### src/rtl/rl_fifo_1r1w_ctrl.sv
// First-word-fall-through FIFO controller in front of a 1R1W RAM with registered read data.
// Latency: a push into an empty FIFO becomes visible on rdata_o/empty_o three edges later.
// Backpressure: full_o blocks pushes once the RAM region holds 2^ABITS words; pops are refused while empty_o is high.
module rl_fifo_1r1w_ctrl #(
  parameter int ABITS = 10,
  parameter int DBITS = 32,
  localparam int BEBITS = (DBITS + 7) / 8
) (
  input  logic              clk_i,
  input  logic              rst_ni,
  input  logic              push_i,
  input  logic [DBITS-1:0]  wdata_i,
  output logic              full_o,
  input  logic              pop_i,
  output logic [DBITS-1:0]  rdata_o,
  output logic              empty_o,
  output logic              ovf_o,
  output logic              udf_o,
  output logic [ABITS-1:0]  ram_waddr_o,
  output logic [DBITS-1:0]  ram_din_o,
  output logic              ram_we_o,
  output logic [BEBITS-1:0] ram_be_o,
  output logic [ABITS-1:0]  ram_raddr_o,
  input  logic [DBITS-1:0]  ram_dout_i
);

  // One extra pointer bit distinguishes a full RAM region from an empty one.
  localparam logic [ABITS:0] RAM_WORDS = {1'b1, {ABITS{1'b0}}};

  logic [ABITS:0]   wr_ptr_q, wr_ptr_d;
  logic [ABITS:0]   rd_ptr_q, rd_ptr_d;
  logic             rd_pend_q, rd_pend_d;
  logic             head_vld_q, head_vld_d;
  logic [DBITS-1:0] head_dat_q, head_dat_d;
  logic             skid_vld_q, skid_vld_d;
  logic [DBITS-1:0] skid_dat_q, skid_dat_d;

  logic [ABITS:0]   ram_cnt;
  logic             ram_full;
  logic             push_acc;
  logic             pop_acc;
  logic [1:0]       occ;
  logic [1:0]       occ_next;
  logic             iss;

  // Occupancy, accept and read-issue decisions, all from registered state plus this cycle's requests.
  always_comb begin
    ram_cnt  = wr_ptr_q - rd_ptr_q;
    ram_full = (ram_cnt == RAM_WORDS);
    push_acc = push_i & ~ram_full;
    pop_acc  = pop_i & head_vld_q;
    occ      = {1'b0, head_vld_q} + {1'b0, skid_vld_q};
    // Entries the output stage will have to hold once any in-flight read lands;
    // a new read may only be issued if there is still a slot left for it.
    occ_next = occ + {1'b0, rd_pend_q} - {1'b0, pop_acc};
    iss      = (ram_cnt != '0) & (occ_next < 2'd2);
  end

  // Next-state for pointers and the head/skid output stage.
  always_comb begin
    wr_ptr_d   = wr_ptr_q + {{ABITS{1'b0}}, push_acc};
    rd_ptr_d   = rd_ptr_q + {{ABITS{1'b0}}, iss};
    rd_pend_d  = iss;
    head_vld_d = head_vld_q;
    head_dat_d = head_dat_q;
    skid_vld_d = skid_vld_q;
    skid_dat_d = skid_dat_q;

    // A pop advances the skid word into the head slot.
    if (pop_acc) begin
      head_vld_d = skid_vld_q;
      if (skid_vld_q) begin
        head_dat_d = skid_dat_q;
      end
      skid_vld_d = 1'b0;
    end

    // Returning RAM data fills whichever slot is free after the pop, head first,
    // so ordering is preserved.
    if (rd_pend_q) begin
      if (!head_vld_d) begin
        head_vld_d = 1'b1;
        head_dat_d = ram_dout_i;
      end else begin
        skid_vld_d = 1'b1;
        skid_dat_d = ram_dout_i;
      end
    end
  end

  // State registers; reset drops all contents but leaves the RAM untouched.
  always_ff @(posedge clk_i or negedge rst_ni) begin
    if (!rst_ni) begin
      wr_ptr_q   <= '0;
      rd_ptr_q   <= '0;
      rd_pend_q  <= 1'b0;
      head_vld_q <= 1'b0;
      head_dat_q <= '0;
      skid_vld_q <= 1'b0;
      skid_dat_q <= '0;
    end else begin
      wr_ptr_q   <= wr_ptr_d;
      rd_ptr_q   <= rd_ptr_d;
      rd_pend_q  <= rd_pend_d;
      head_vld_q <= head_vld_d;
      head_dat_q <= head_dat_d;
      skid_vld_q <= skid_vld_d;
      skid_dat_q <= skid_dat_d;
    end
  end

  // Outputs; strobes are held off while reset is asserted so no stray RAM write slips through.
  always_comb begin
    full_o      = ram_full;
    empty_o     = ~head_vld_q;
    rdata_o     = head_dat_q;
    ovf_o       = push_i & ram_full & rst_ni;
    udf_o       = pop_i & ~head_vld_q & rst_ni;
    ram_we_o    = push_acc & rst_ni;
    ram_waddr_o = wr_ptr_q[ABITS-1:0];
    ram_din_o   = wdata_i;
    ram_be_o    = '1;
    ram_raddr_o = rd_ptr_q[ABITS-1:0];
  end

endmodule

### config.mk
export PLATFORM = sky130hd
export DESIGN_NAME = rl_fifo_1r1w_ctrl
export DESIGN_NICKNAME = d
export VERILOG_FILES = /design/src/rtl/rl_fifo_1r1w_ctrl.sv
export SDC_FILE = /design/constraint.sdc
export NUM_CORES = 1
export LEC_CHECK = 0
export ABC_AREA = 1
export CAP_MARGIN = 20
export CORE_MARGIN = 2
export CORE_UTILIZATION = 46
export CTS_BUF_LIST = sky130_fd_sc_hd__clkbuf_16
export DETAILED_ROUTE_END_ITERATION = 12
export PLACE_DENSITY = 0.8
export SETUP_SLACK_MARGIN = 0.05
export SKIP_CTS_REPAIR_TIMING = 1
export SYNTH_ARGS = -nofsm -noshare
export SYNTH_HDL_FRONTEND = slang
export SYNTH_SLANG_ARGS = --single-unit
### constraint.sdc
create_clock -name clk_i -period 3.7 [get_ports clk_i]
set_clock_uncertainty 0.1 [all_clocks]
set_input_delay 0.74 -clock clk_i [delete_from_list [all_inputs] [get_ports clk_i]]
set_output_delay 0.74 -clock clk_i [all_outputs]
set_load 0.01 [all_outputs]
---- Word level (Yosys, flattened, before mapping) ----
Index checks and enable logic that the tools add are counted.
storage, ports and cells
  bits in registers ....................... 89
  word-level logic and storage cells ...... 36
operators by class
  add/sub/neg operators ................... 6
  $lt $le $gt $ge ......................... 1
  equality and inequality tests ........... 1
  mux-type cells .......................... 9
  bitwise operators ....................... 10
  reduce and logical (&&, ||, !) cells .... 2
operators by type and width
  kind                    number
  $mux W32                4
  $add A11 B1 Y11         2
  $eq A11 B11 Y1 const B  1
  $reduce_bool A11 Y1     1
  $sub A11 B11 Y11        1
  $and A1 B1 Y1           8
  $mux W1                 5
  $add A1 B1 Y2           1
  $add A2 B1 Y2           1
  $lt A2 B2 Y1 const B    1
  $not A1 Y1              2
  $reduce_and A2 Y1       1
  $sub A2 B1 Y2           1

---- Depth between registers and ports, before layout ----
  word-level depth ........................ 6
  mapped depth ............................ 21
  gate-level depth less buffers ........... 21

---- Worst setup path after synthesis ----
OpenSTA, ideal clock, no wires.
  path type ............................... reg2reg
  from .................................... register wr_ptr_q[2]
  to ...................................... register rd_ptr_q[10]
  setup time .............................. 0.123 ns
  arrival time ............................ 2.533 ns
  required time ........................... 3.477 ns
  slack ................................... 0.945 ns
  cell stages (with the launch flop) ...... 16
  path buffers ............................ 0
  clock period less this slack ............ 2.755 ns
  cells stage by stage .................... dfrtp_1 > ha_1 > or2_1 > nand3_1 > nand2_1 > nand2_1 > nand2_1 > nand2_1 > nor2_2 > a31oi_1 > ha_1 > ha_1 > nand3_1 > nor4_2 > nand4_1 > xnor2_1
between the ends
  word-level cells in the longest chain between the ends .. 4
RTL lines
  item                      line  source
  start: declaration        30    logic [ABITS:0] wr_ptr_q, wr_ptr_d;
  start signal: assignment  102   wr_ptr_q <= wr_ptr_d;
  $sub A11 B11 Y11          48    ram_cnt = wr_ptr_q - rd_ptr_q;
  $reduce_bool A11 Y1       56    iss = (ram_cnt != '0) & (occ_next < 2'd2);
  $and A1 B1 Y1             56
  named net iss             44    logic iss;
  $add A11 B1 Y11           62    rd_ptr_d = rd_ptr_q + {{ABITS{1'b0}}, iss};
  named net rd_ptr_d[10]    31    logic [ABITS:0] rd_ptr_q, rd_ptr_d;
  end signal: assignment    103   rd_ptr_q <= rd_ptr_d;
  end: declaration          31
The timed path passes the listed nets, and every way through them passes these cells.
A chain may end at the register's enable or synchronous reset.

---- Worst setup path in the final report ----
  from .................................... register wr_ptr_q[6]
  to ...................................... output port ovf_o
between the ends
  word-level cells in the longest chain between the ends .. 4
RTL lines
  item                         line  source
  $sub A11 B11 Y11             48
  $eq A11 B11 Y1               49    ram_full = (ram_cnt == RAM_WORDS);
  $and A1 B1 Y1 (2 in series)  117   ovf_o = push_i & ram_full & rst_ni;
  end: declaration             17    output logic ovf_o,
No other way between the ends.

==> metrics.md <==
| Metric | Value |
|---|---|
| Layout Nets | 678 |
| Arr. time, crit path | ~2.7 ns |
| Min Tclk post-route | ~3.5 ns |
| Vias in the first global route | 3628 |
| Grt ovf | 0 |
| Max-slew violations | 0 |
| Unique masters post-synth | 33 |
| Crit. End Element | output pin |
| M3 GR Usage | 3.68% |
| Reg clk slew, reported paths | 0.06 ns |
| GR Util All Layers | 19.0% |
| Critical path required time | ~2.9 ns |
| Finished Layout Cells | 736 |
| Most frequent cell after synthesis | nand2_1 |
| Starting density of the core | between 40% and 50% |
| Static Leak | 2.84 nW |
| EDFF count, synth | 0 |
| Period utilization | 95.4% |
| Area growth from synthesis to layout | 22.7% |
| Clk_lat worst skew | 0.34 ns |
| Most used DFF post-synth | dfrtp_1 |
| Die area | around 11000 um^2 |
| Setup Viol. Count Final | 0 |
| Grt met2 use | a little under a third |
| Htree depth | 3 |
| Num CTS Buffers | 9 |
| Die Width | between 100 and 150 um |
| Initial antenna violation count | 0 |
| Synth warn | 0 |
| Routed Wire Length | 11.0 mm |
| Residual DRC | 0 |
| Num ports | 161 |
| Min-Delay Path Class | input port to async pin |
| CTS sink cnt | 89 |
| Post-synthesis instance area | about 4800 um^2 |
| Die Ht | 106 um |
| Async SR Flop Fraction | between 90% and 100% |
| Final Hold Fails | 0 |
| Synth top cells by count | 107 x nand2_1, 89 x dfrtp_1, 61 x inv_1 |
| Syn Area/Cell | slightly below 9 um^2 |
| FILL cells | between 800 and 900 |
| Crit Path Category | register to output pin |
| Largest net degree at the start of global routing | 86 |
| R2r setup slk | approximately 0.49 ns |
| Via count | around 3800 |
| Power consumption | 0.00568 W |
| Cell taking the most area after synthesis | dfrtp_1 |
| Synth area leaders | dfrtp_1 46%, buf_4 8.7%, nand2_1 8.3% |
| VDD IR-drop max | 416 uV |
| Synth top area share | 46.1% |
| CTS tree | built |
| Remaining antenna violation count | 0 |
| Most crowded layer after global routing | met2 |
| ANT cells | 0 |
| Startpoint Class | register |
| Slew headroom | 34.4% |
| Setup ws final | 0.169 ns |
| FP Rows | 37 |
| First-pass GRT wire length | around 17 mm |
| Max Fclk | 283 MHz |
| Post-Place Worst Slack | 0.236 ns |
| Iteration count of the initial detailed-routing pass | 4 |
| Share of layout cells above drive strength 1 | 11.0% |
| CTS Buffer Depth | 2 |
| 1st-iter DRT viols | 195 |
| Run status | finished clean |
| Sequential element share of the synthesized area | around 46% |
| Post-DR vias/cell | 5.14 |
| Max Cap Violations | 0 |
| Cells after DPL | 714 |
| Root Driver | clkbuf_16 |
| Core region area | slightly above 10000 um^2 |
| Yosys reg bits | 89 |
| Dpl hpwl | 7.31 mm |
| Average wire per standard cell | roughly 15 um |
| Post-Syn Instances | 553 |
| CP Max Fanout | 5 |
| Met1 Usage GRT | 25.1% |
| Measured slew at the worst slew-check pin | 0.983 ns |
| Pwr Density | between 900 and 1000 nW/um^2 |
| Routability cong. | between 0.8 and 0.9 |
| Port Buf Inserts | 92 |
==> final cells by class <==
class                   count  area [um^2]  share of cell area, %
well taps                 136          170                   2.87
inverters                  64          240                   4.06
flip-flops and latches     89         2230                   37.6
repair buffers            102         1010                   17.1
clock inverters             7         76.3                   1.29
clock buffers               9          225                   3.80
multi-input cells         329         1970                   33.2
==> cells in the final DEF (no fill, tap or decap), types with 2 or more instances in the layout <==
cell type          n
inv_1             60
xor2_1            13
buf_4             10
nor2_1            50
ha_4               7
mux2_4            15
nor3_1             3
nand2_2            4
nand3_1           23
nand4_1            4
inv_6              3
a31oi_1           16
ha_1               7
dfrtp_1           88
clkbuf_16          9
inv_2              4
o21ai_0           35
xnor2_1            5
nand2_1          106
nor2_2             2
clkdlybuf4s50_1   91
o22ai_1           17
a21oi_1            4
conb_1             4
o21bai_1           2
==> worst paths after layout <==
path / start / to / cells past startpoint
setup / recovery: wr_ptr_q[6] / ovf_o / 10
hold / removal: rst_ni / skid_dat_q[22] / 1
setup reg to reg: wr_ptr_q[2] / rd_ptr_q[10] / 15
hold reg to reg: skid_dat_q[6] / skid_dat_q[6] / 2
max in group asynchronous: rst_ni / rdata_o[6] / 3
min in group clk_i: skid_dat_q[6] / skid_dat_q[6] / 2
==> critical path: stages, from the launching register on <==
cell	delay, ns
dfrtp_1	0.43
ha_2	0.40
nand2_2	0.09
nor2_1	0.17
nand3_1	0.15
nand4_1	0.14
nand2_1	0.08
nor2_2	0.17
nand3_2	0.10
nor2_1	0.10
clkdlybuf4s50_1	0.54
==> flip-flops by register name, summed over array words and instances (netlist names) <==
| register | flops |
|---|---|
| rdata_o | 32 |
| head_vld_q | 1 |
| skid_vld_q | 1 |
| skid_dat_q | 32 |
| rd_ptr_q | 11 |
| rd_pend_q | 1 |
| wr_ptr_q | 11 |
==> routing by layer <==
metal | wire, um | share of wire (%) | up-vias
met4 | 220 | 2.0 | 0
li1 | - | - | 1801
met2 | 5230 | 48 | 140
met1 | 4840 | 44 | 1811
met5 | 0 | 0 | -
met3 | 675 | 6.2 | 29
==> metrics by stage <==
step / instance area, um^2 / utilization (%) / hold slack, ns / setup TNS [ns]
6_report: 5920 / 57.6 / 0.108 / 0
5_1_grt: 5920 / 57.6 / 0.0995 / -0.0128
4_1_cts: 5750 / 56.0 / 0.0967 / 0
3_5_place_dp: 5450 / 53.0 / 0.375 / 0
3_3_place_gp: 5450 / 53.0 / 0.368 / 0
2_1_floorplan: 4840 / - / 0.344 / 0
==> report_power, final <==
part / switching (W) / internal [W]
logic: 0.00156 / 0.00142
clock network: 0.000383 / 0.000529
registers: 0.000328 / 0.00146
total: 0.00227 / 0.00341
==> cells by family (layout without fill, tap and decap cells) <==
group / Yosys count / count (layout) / synth area share (%)
buf+inv: 138 / 182 / 15.5
xor+xnor: 18 / 18 / 3.27
fa+ha+maj: 15 / 15 / 3.89
mux: 15 / 15 / 4.67
flops: 89 / 89 / 46.1
simple gates: 199 / 199 / 17.3
other cells: 1 / 4 / 0.0777
compound gates: 78 / 78 / 9.18
No activity file was read; power rests on OpenSTA's default activity.
